$ cat src/rtl/uart_tx_fifo.sv
// uart_tx_fifo: memory-mapped 8N1 UART transmitter with a small byte FIFO.
//
// Register map (addr_i[3:2]):
//   0x0 CTRL   bit0 tx_en, bit1 int_en
//   0x4 STATUS bit0 full, bit1 empty, bit2 busy, bit3 overflow (sticky, W1C), bits 8:4 count
//   0x8 DIV    bits 15:0 clk cycles per bit (values below 2 stored as 2)
//   0xC TXDATA write pushes data_i[7:0]; reads as 0
//
// Ports:
//   clk     system clock, all logic on posedge
//   rst     synchronous active-high reset
//   we_i    write strobe
//   addr_i  register address (only bits 3:2 decoded)
//   data_i  write data
//   data_o  read data, combinational from addr_i
//   tx_pin  registered serial output, idle high
//   int_o   level interrupt: int_en & FIFO empty & transmitter idle
module uart_tx_fifo #(
  parameter int unsigned DEFAULT_DIV = 434,
  parameter int unsigned DEPTH       = 8
) (
  input  logic        clk,
  input  logic        rst,
  input  logic        we_i,
  input  logic [31:0] addr_i,
  input  logic [31:0] data_i,
  output logic [31:0] data_o,
  output logic        tx_pin,
  output logic        int_o
);

  localparam int unsigned PtrW     = (DEPTH > 1) ? $clog2(DEPTH) : 1;
  localparam logic [4:0]  DepthCnt = 5'(DEPTH);
  localparam logic [15:0] ResetDiv = (DEFAULT_DIV < 2) ? 16'd2 : 16'(DEFAULT_DIV);

  typedef enum logic [1:0] {StIdle, StStart, StData, StStop} state_e;

  // Register state
  logic            tx_en_q, int_en_q;
  logic [15:0]     div_q;
  logic            ovf_q;

  // FIFO state
  logic [7:0]      mem_q [DEPTH];
  logic [PtrW-1:0] wr_ptr_q, rd_ptr_q;
  logic [4:0]      count_q, count_d;

  // Transmitter state
  state_e          state_q, state_d;
  logic [15:0]     div_cnt_q, div_cnt_d;
  logic [15:0]     bit_div_q, bit_div_d;
  logic [2:0]      bit_cnt_q, bit_cnt_d;
  logic [7:0]      shift_q, shift_d;
  logic            tx_q, tx_d;

  logic [1:0]      reg_sel;
  logic            wr_ctrl, wr_status, wr_div, wr_txdata;
  logic            full, empty, busy;
  logic            push, pop, ovf_set, bit_done, start_ok;
  logic            unused_ok;

  assign unused_ok = ^{addr_i[31:4], addr_i[1:0], data_i[31:16]};

  assign reg_sel   = addr_i[3:2];
  assign wr_ctrl   = we_i && (reg_sel == 2'd0);
  assign wr_status = we_i && (reg_sel == 2'd1);
  assign wr_div    = we_i && (reg_sel == 2'd2);
  assign wr_txdata = we_i && (reg_sel == 2'd3);

  assign full     = (count_q == DepthCnt);
  assign empty    = (count_q == 5'd0);
  assign busy     = (state_q != StIdle);
  assign start_ok = tx_en_q && !empty;

  // A pop on the same edge frees the slot, so a push into a full FIFO is still accepted.
  assign push    = wr_txdata && (!full || pop);
  assign ovf_set = wr_txdata && full && !pop;

  // bit_div_q holds the divisor latched at the start of the current bit, so DIV
  // writes only take effect at the next bit boundary.
  assign bit_done = (div_cnt_q == bit_div_q - 16'd1);

  always_comb begin
    state_d   = state_q;
    div_cnt_d = div_cnt_q;
    bit_div_d = bit_div_q;
    bit_cnt_d = bit_cnt_q;
    shift_d   = shift_q;
    tx_d      = tx_q;
    pop       = 1'b0;

    if (state_q != StIdle) begin
      if (bit_done) begin
        div_cnt_d = 16'd0;
        bit_div_d = div_q;
      end else begin
        div_cnt_d = div_cnt_q + 16'd1;
      end
    end

    // tx_d is the level for the bit that begins on this edge.
    unique case (state_q)
      StIdle: begin
        div_cnt_d = 16'd0;
        tx_d      = 1'b1;
        if (start_ok) begin
          pop       = 1'b1;
          state_d   = StStart;
          shift_d   = mem_q[rd_ptr_q];
          bit_div_d = div_q;
          tx_d      = 1'b0;
        end
      end
      StStart: begin
        if (bit_done) begin
          state_d   = StData;
          bit_cnt_d = 3'd0;
          tx_d      = shift_q[0];
          shift_d   = {1'b0, shift_q[7:1]};
        end
      end
      StData: begin
        if (bit_done) begin
          if (bit_cnt_q == 3'd7) begin
            state_d = StStop;
            tx_d    = 1'b1;
          end else begin
            bit_cnt_d = bit_cnt_q + 3'd1;
            tx_d      = shift_q[0];
            shift_d   = {1'b0, shift_q[7:1]};
          end
        end
      end
      StStop: begin
        if (bit_done) begin
          if (start_ok) begin
            pop     = 1'b1;
            state_d = StStart;
            shift_d = mem_q[rd_ptr_q];
            tx_d    = 1'b0;
          end else begin
            state_d = StIdle;
            tx_d    = 1'b1;
          end
        end
      end
    endcase
  end

  always_comb begin
    count_d = count_q;
    if (push && !pop) begin
      count_d = count_q + 5'd1;
    end else if (!push && pop) begin
      count_d = count_q - 5'd1;
    end
  end

  always_ff @(posedge clk) begin
    if (rst) begin
      tx_en_q   <= 1'b0;
      int_en_q  <= 1'b0;
      div_q     <= ResetDiv;
      ovf_q     <= 1'b0;
      wr_ptr_q  <= '0;
      rd_ptr_q  <= '0;
      count_q   <= 5'd0;
      state_q   <= StIdle;
      div_cnt_q <= 16'd0;
      bit_div_q <= ResetDiv;
      bit_cnt_q <= 3'd0;
      shift_q   <= 8'd0;
      tx_q      <= 1'b1;
    end else begin
      if (wr_ctrl) begin
        tx_en_q  <= data_i[0];
        int_en_q <= data_i[1];
      end
      if (wr_div) begin
        div_q <= (data_i[15:0] < 16'd2) ? 16'd2 : data_i[15:0];
      end
      if (wr_status && data_i[3]) begin
        ovf_q <= 1'b0;
      end else if (ovf_set) begin
        ovf_q <= 1'b1;
      end
      if (push) begin
        wr_ptr_q <= wr_ptr_q + PtrW'(1);
      end
      if (pop) begin
        rd_ptr_q <= rd_ptr_q + PtrW'(1);
      end
      count_q   <= count_d;
      state_q   <= state_d;
      div_cnt_q <= div_cnt_d;
      bit_div_q <= bit_div_d;
      bit_cnt_q <= bit_cnt_d;
      shift_q   <= shift_d;
      tx_q      <= tx_d;
    end
  end

  // Storage needs no reset: pointers and count define what is valid.
  always_ff @(posedge clk) begin
    if (push) begin
      mem_q[wr_ptr_q] <= data_i[7:0];
    end
  end

  always_comb begin
    data_o = 32'd0;
    unique case (reg_sel)
      2'd0: data_o = {30'd0, int_en_q, tx_en_q};
      2'd1: data_o = {23'd0, count_q, ovf_q, busy, empty, full};
      2'd2: data_o = {16'd0, div_q};
      2'd3: data_o = 32'd0;
    endcase
  end

  assign tx_pin = tx_q;
  assign int_o  = int_en_q && empty && !busy;

endmodule

$ cat config.mk
export PLATFORM = sky130hd
export DESIGN_NAME = uart_tx_fifo
export DESIGN_NICKNAME = d
export VERILOG_FILES = /design/src/rtl/uart_tx_fifo.sv
export SDC_FILE = /design/constraint.sdc
export NUM_CORES = 1
export LEC_CHECK = 0
export CAP_MARGIN = 15
export CORE_MARGIN = 10
export CORE_UTILIZATION = 55
export DETAILED_ROUTE_END_ITERATION = 8
export GPL_ROUTABILITY_DRIVEN = 0
export HOLD_SLACK_MARGIN = 0.05
export PLACE_DENSITY = 0.8
export SKIP_LAST_GASP = 1
export SLEW_MARGIN = 20
export SYNTH_ARGS = -nofsm -noshare
export SYNTH_HDL_FRONTEND = slang
export SYNTH_SLANG_ARGS = --single-unit
$ cat constraint.sdc
create_clock -name clk -period 7.4 [get_ports clk]
set_clock_uncertainty 0.2 [all_clocks]
set_input_delay 0.74 -clock clk [delete_from_list [all_inputs] [get_ports clk]]
set_output_delay 0.74 -clock clk [all_outputs]
set_load 0.005 [all_outputs]
==> results of run 1 <==
## power groups by stage
stage	Combinational, mW	Sequential [mW]	Clock [mW]
floorplan	0.0843	0.861	0
global placement	0.115	0.866	0
detailed placement	0.119	0.867	0
CTS	0.121	0.850	0.787
global route	0.135	0.851	0.820
finish	0.123	0.850	0.780
## through the flow
| stage | util [%] | std cells |
|---|---|---|
| global placement | 59.48 | 837 |
| detailed placement | 59.48 | 837 |
| global route | 63.79 | 869 |
| CTS | 63.76 | 869 |
| finish | 63.79 | 869 |
| floorplan | - | 664 |
## worst max-delay path by stage
stage	start	end	slack (ns)	cells after the start
6_report	bit_div_q[1]	count_q[4]	2.84	18
5_1_grt	bit_div_q[1]	count_q[4]	2.50	18
4_1_cts	bit_div_q[1]	count_q[4]	2.82	18
3_5_place_dp	bit_div_q[0]	count_q[4]	2.88	18
3_3_place_gp	bit_div_q[1]	count_q[4]	3.07	18
2_1_floorplan	bit_div_q[0]	count_q[4]	3.52	19
## logic make-up after synthesis
group,count (synthesis)
compound gates,90
flops,143
xor+xnor,38
other cells,1
buf+inv,59
fa+ha+maj,16
simple gates,248
mux,54
## layout make-up
cell class,count,area (um2),share of cell area (%)
Clock buffer,21,440.4,5.493
Clock inverter,11,97.59,1.217
Inverter,15,56.30,0.7022
Multi-Input combinational cell,462,3276,40.86
Sequential cell,143,3505,43.71
Tap cell,172,215.2,2.684
Timing Repair Buffer,45,427.9,5.337
## state kept, by name, indices dropped and copies added, names as in the netlist, 5 cells and up, named ones only
signal     cells
count_q        5
div_q         16
shift_q        8
mem_q         64
bit_div_q     16
div_cnt_q     16
## worst register-to-register path, stage by stage, from the launching register on
cell,delay [ns]
dfxtp_1,0.36
inv_1,0.13
ha_1,0.30
nor4b_2,0.59
nand4_1,0.19
xnor2_1,0.20
nor2_1,0.10
and4_1,0.33
a31oi_2,0.18
nor3_4,0.30
inv_1,0.09
ha_1,0.24
inv_1,0.14
ha_1,0.26
a21o_1,0.17
a21oi_1,0.18
xnor2_1,0.09
or3_1,0.30
a21oi_1,0.14
## routing by layer
metal	vias to the layer above	part of all wire (%)	wire, um
met5	-	0	0
met4	0	2.5	398
met3	36	7.0	1130
met2	206	50	7989
met1	2489	41	6599
li1	2383	-	-
## cells in the final DEF, fill, tap and decap left out, types with 7 or more instances in the layout
cell type	n
a21oi_1	34
and2_1	13
and3_1	8
buf_4	7
clkbuf_16	17
clkdlybuf4s50_1	37
conb_1	16
dfxtp_1	78
edfxtp_1	64
ha_1	15
inv_1	15
mux2_2	10
mux2i_1	27
mux4_2	16
nand2_1	61
nand3_1	25
nor2_1	65
nor2b_1	18
nor3_1	12
nor4_1	7
o21ai_0	22
xnor2_1	23
xor2_1	14
==> impl_metrics.py, run 1 <==
metrics = {
    "outcome": {
        "status": "finished, final reports clean",
    },
    "sta": {
        "post-route-min-period_ns": 4.564,
        "max_slew_margin_pct": 30.33,
        "grt_setup_unrepaired": "false",
        "fin_crit_sh_pct": 61.68,
        "finalHoldViolations": 0,
        "slew_violations": 0,
        "hold_slack_ns": 0.2691,
        "postLayoutSetupSlackWorst_ns": 2.836,
        "max_freq_ghz": 0.2191,
        "setup_viol": 0,
        "tightest_slew_ns": 1.045,
        "setup_tns_ns": 0,
    },
    "route": {
        "drt_iter0_markers": 355,
        "drt-wirelength-per-cell_um": 18.55,
        "firstDrtPassIters": 5,
        "drc_errors": 0,
        "vias_per_cell": 5.885,
        "routed_wl_mm": 16.12,
        "postRouteAntennaNets": 0,
        "vias": 5114,
    },
    "critical_path": {
        "crit_fanout": 8,
        "crit_required_ns": 7.55,
        "crit-reg2reg-launch": "bit_div_q[1]",
        "cp_num_buf_inv": 3,
        "r2r_cells": 18,
        "r2r-end": "count_q[4]",
        "critPathLaunchType": "register",
        "path_cells": "inv_1, ha_1, nor4b_2, nand4_1, xnor2_1, nor2_1, and4_1, a31oi_2, nor3_4, inv_1, ha_1, inv_1, ha_1, a21o_1, a21oi_1, xnor2_1, or3_1, a21oi_1",
        "worstPathArrival_ns": 4.72,
        "r2r_setup_slack_ns": 2.84,
        "end_kind": "register",
        "crit_type": "reg -> reg",
        "critical_path.top_delay_family": "simple AND/OR/NAND/NOR gates",
        "crit_slowest_cell": "nor4b_2",
        "critPathMaxStageDelay_ns": 0.59,
    },
    "min_path": {
        "hold_path.class": "reg -> reg",
        "hold_end": "div_q[11]",
        "hp-start": "div_q[11]",
        "whs_path_depth": 2,
    },
    "finish": {
        "antenna_cells": 0,
        "finalNetCount": 767,
        "fillCellCount": 956,
        "final_layout_size_suffix_gt1_share_pct": 11.48,
        "fin_area_um2": 8018,
        "area_growth_pct": 14.04,
    },
    "global_route": {
        "overflow": 0,
        "grt_util_met1_pct": 21.35,
        "grtUsageMet2_pct": 29.97,
        "grt.busiest_layer": "met2",
        "grt_usage_pct": 18.27,
        "use_met3_pct": 5.829,
        "antenna_found_initial": 0,
        "grt_pass1_wl_mm": 26.34,
        "grt_pass1_vias": 5291,
        "grt_max_degree": 62,
    },
    "yosys": {
        "yosys_warnings": 0,
        "synth.top_cell.area_share_pct": 27.34,
        "synth_top_cells_by_count": "dfxtp_1 (79), nor2_1 (65), edfxtp_1 (64), nand2_1 (61), a21oi_1 (34)",
        "postSynthCellCount": 649,
        "syn_area_per_cell_um2": 10.83,
        "synth_compound_area_share_pct": 8.649,
        "synth_mux_area_share_pct": 10.73,
        "yosysTopAreaCell": "edfxtp_1",
        "synth.most_common_cell": "dfxtp_1",
        "synth.distinct_cells": 70,
        "synth.cell_area_um2": 7030,
        "synthAdderAreaFrac_pct": 2.954,
        "ys_seq_elements": 143,
        "ys_seq_area_share_pct": 49.83,
        "synth_top_family_by_area": "simple AND/OR/NAND/NOR gates",
        "post_synth_and_or_nand_nor_area_fraction_pct": 18.26,
        "synthFlopType": "dfxtp_1",
        "synth_enable_flop_cells": 64,
        "async_flop_share_pct": 0,
        "synth_area_leaders": "edfxtp_1 (27%), dfxtp_1 (22%), mux4_2 (5.1%)",
        "synth_xor_area_share_pct": 4.841,
    },
    "floorplanning": {
        "die_x_um": 133.1,
        "core-area_um2": 12570,
        "initial_utilization_pct": 55.94,
        "die-height_um": 133.1,
        "rows": 41,
        "io_pins": 101,
        "dieArea_um2": 17710,
    },
    "clock_network": {
        "cts_root_buffer": "clkbuf_16",
        "clkTransAtPathRegs_ns": 0.06,
        "h-tree-depth": 4,
        "cts.sinks": 143,
        "numCtsBuffers": 17,
        "ctsHoldBuffers": 0,
        "clockBufferDepth": 2,
        "insertion_delay_ns": 0.42,
        "cts_tree": "yes",
        "post_cts_buffers": 0,
        "cts_resized": 0,
    },
    "power": {
        "power.density_nw_per_um2": 218.7,
        "leakage_nw": 2.778,
        "p_switching_mw": 0.4012,
        "pwr-share-seq_pct": 48.5,
        "ir_drop_mv": 0.1531,
        "p_clk_share_pct": 44.5,
        "internal_power_mw": 1.352,
        "finalPower_mw": 1.753,
        "switching_share_pct": 22.89,
        "p_comb_share_pct": 7.0,
    },
    "placement": {
        "dp_slack_ns": 2.884,
        "numPortBuffers": 38,
        "dp_hpwl_mm": 10.96,
        "post_dp_cell_area_um2": 7476,
    },
    "run": {
        "drv_cap": 0,
    },
}
Power figures use the tool's default switching activity.
==> run 2, diff against run 1 <==
Settings changed: CORE_UTILIZATION 55 to 50, PLACE_DENSITY 0.8 to 0.77.
Clock period 7.4 ns to 3.7 ns, I/O delays scaled along.
==> run 2 against run 1 <==
Net effect:
- the run now ends with setup timing left
- flip-flop and latch count is the same
- final area up 7.8%
- power up 120%
- combinational power increased by 130%
- first-iteration DRC count increased by 45%
==> impl_metrics.py, run 2 (same netlist as run 1, synthesis figures left out) <==
metrics = {
    "critical_path": {
        "critPathMaxStageDelay_ns": 0.40,
        "end_kind": "register",
        "worstPathArrival_ns": 3.87,
        "crit_type": "reg -> reg",
        "cp_num_buf_inv": 3,
        "crit_fanout": 6,
        "crit_slowest_cell": "dfxtp_1",
        "crit_required_ns": 3.85,
        "critPathLaunchType": "register",
        "r2r_setup_slack_ns": -0.03,
        "crit_top_cell": "nor3_4",
        "critical_path.top_delay_family": "simple AND/OR/NAND/NOR gates",
        "path_cells": "nor3_4, buf_4, nand4_1, xnor2_2, nor2_1, and4_4, a31oi_4, nor3_4, inv_2, ha_4, fa_2, inv_1, a21o_1, a21oi_2, xnor2_1, or3_1, a21oi_1",
    },
    "clock_network": {
        "clockBufferDepth": 2,
        "cts_tree": "yes",
        "cts.sinks": 143,
        "insertion_delay_ns": 0.43,
        "h-tree-depth": 4,
        "numCtsBuffers": 17,
        "clkTransAtPathRegs_ns": 0.07,
        "cts_root_buffer": "clkbuf_16",
        "ctsHoldBuffers": 0,
    },
    "floorplanning": {
        "io_pins": 101,
        "initial_utilization_pct": 50.85,
        "die_x_um": 138.6,
        "die-height_um": 138.6,
        "rows": 43,
        "core-area_um2": 13830,
        "dieArea_um2": 19200,
    },
    "global_route": {
        "grt_pass1_wl_mm": 27.54,
        "overflow": 0,
        "grt_max_degree": 39,
        "grt_usage_pct": 17.59,
        "grt_pass1_vias": 5244,
        "antenna_found_initial": 0,
    },
    "finish": {
        "area_growth_pct": 22.99,
        "regMostFlops": "mem_q",
        "final_cell_mix": "dfxtp_1 (73), nor2_1 (64), edfxtp_1 (64), nand2_1 (60), buf_4 (47)",
        "antenna_cells": 0,
        "fin_area_um2": 8647,
        "final_common_cell": "dfxtp_1",
        "largest_reg_flops": 64,
        "finalNetCount": 810,
        "final_layout_size_suffix_gt1_share_pct": 20.81,
    },
    "min_path": {
        "hold_path.class": "reg -> reg",
    },
    "power": {
        "pwr-share-seq_pct": 43.6,
        "internal_power_mw": 2.968,
        "leakage_nw": 3.114,
        "ir_drop_mv": 0.3401,
        "p_comb_share_pct": 7.2,
        "p_clk_share_pct": 49.2,
        "switching_share_pct": 23.63,
        "power.density_nw_per_um2": 449.5,
        "p_switching_mw": 0.9185,
    },
    "route": {
        "topRoutingLayerUsed": "met4",
        "drt-wirelength-per-cell_um": 18.95,
        "vias_per_cell": 5.773,
        "drc_errors": 0,
        "wl_met1_mm": 7.294,
        "routed_wl_mm": 17.43,
        "met2_length_mm": 8.283,
        "drt_iter0_markers": 513,
        "postRouteAntennaNets": 0,
        "wl_met3_mm": 1.371,
        "vias": 5311,
        "firstDrtPassIters": 5,
    },
    "sta": {
        "setup_tns_ns": -0.02713,
        "max_slew_margin_pct": 47.96,
        "hold_slack_ns": 0.2711,
        "setup_viol": 1,
        "max_freq_ghz": 0.2683,
        "post-route-min-period_ns": 3.727,
        "finalHoldViolations": 0,
        "grt_setup_unrepaired": "true",
        "postLayoutSetupSlackWorst_ns": -0.02713,
        "fin_crit_sh_pct": 100.7,
        "tightest_slew_ns": 0.7796,
        "slew_violations": 0,
    },
    "run": {
        "drv_cap": 0,
    },
    "outcome": {
        "status": "finished, violations left",
        "violations": "setup timing",
    },
    "placement": {
        "dp_hpwl_mm": 11.84,
        "numPortBuffers": 38,
        "post_dp_cell_area_um2": 7789,
    },
}
run 2: changes by cell type in the layout (fill, tap and decap cells not counted), moves of 4 or more:
cell | previous run | this run
buf_4 | 7 | 47
inv_6 | 0 | 4
inv_1 | 15 | 11
dfxtp_1 | 78 | 73
clkbuf_1 | 4 | 0
run 2: timing repair:
| item | 4_1_cts | 5_1_grt |
|---|---|---|
| pin swaps | 6 | 17 |
| gates resized for setup | 14 | 23 |
| setup endpoints to repair | 2 | 2 |
| buffers inserted | 2 | 4 |
run 2: path summary, 6_finish.rpt:
check / from / endpoint / depth (start not counted)
max: bit_div_q[4] / count_q[4] / 17
min: ovf_q / ovf_q / 2
max reg2reg: bit_div_q[4] / count_q[4] / 17
min reg2reg: ovf_q / ovf_q / 2
run 2: worst min-delay path, delay by kind of cell, from the launching register on:
kind / cells / cell delay, ns
flops: 1 / 0.33
compound gates: 1 / 0.06
simple gates: 1 / 0.05
run 2: stage by stage:
step / worst slack [ns] / total power [mW] / cells / util [%]
2_1_floorplan: 0.007881 / 1.891 / 664 / -
5_1_grt: -0.1985 / 4.008 / 920 / 62.54
3_3_place_gp: -0.05950 / 1.977 / 882 / 56.33
4_1_cts: 0.000007105 / 3.880 / 916 / 61.61
3_5_place_dp: -0.1621 / 1.989 / 882 / 56.33
6_report: -0.02713 / 3.887 / 920 / 62.54
run 2: final cells by class:
| cell class | instances | area, um2 |
|---|---|---|
| timing repair buffer | 88 | 762.0 |
| inverter | 15 | 63.81 |
| tap | 180 | 225.2 |
| clock inverter | 15 | 241.5 |
| fill | 1004 | 5180 |
| sequential | 143 | 3518 |
| multi-input combinational | 462 | 3411 |
| clock buffer | 17 | 425.4 |
run 2: power groups by stage:
| stage | Clock (mW) | Combinational, mW | Sequential (mW) |
|---|---|---|---|
| detailed placement | 0 | 0.258 | 1.73 |
| CTS | 1.91 | 0.268 | 1.70 |
| global route | 2.01 | 0.303 | 1.70 |
| global placement | 0 | 0.248 | 1.73 |
| finish | 1.91 | 0.279 | 1.70 |
| floorplan | 0 | 0.170 | 1.72 |
run 2: metal layers:
layer  up-vias  GRT usage, %
met5         -             0
met4         0         6.659
met3        47         5.274
met2       235         27.48
met1      2551         22.44
li1       2478             -
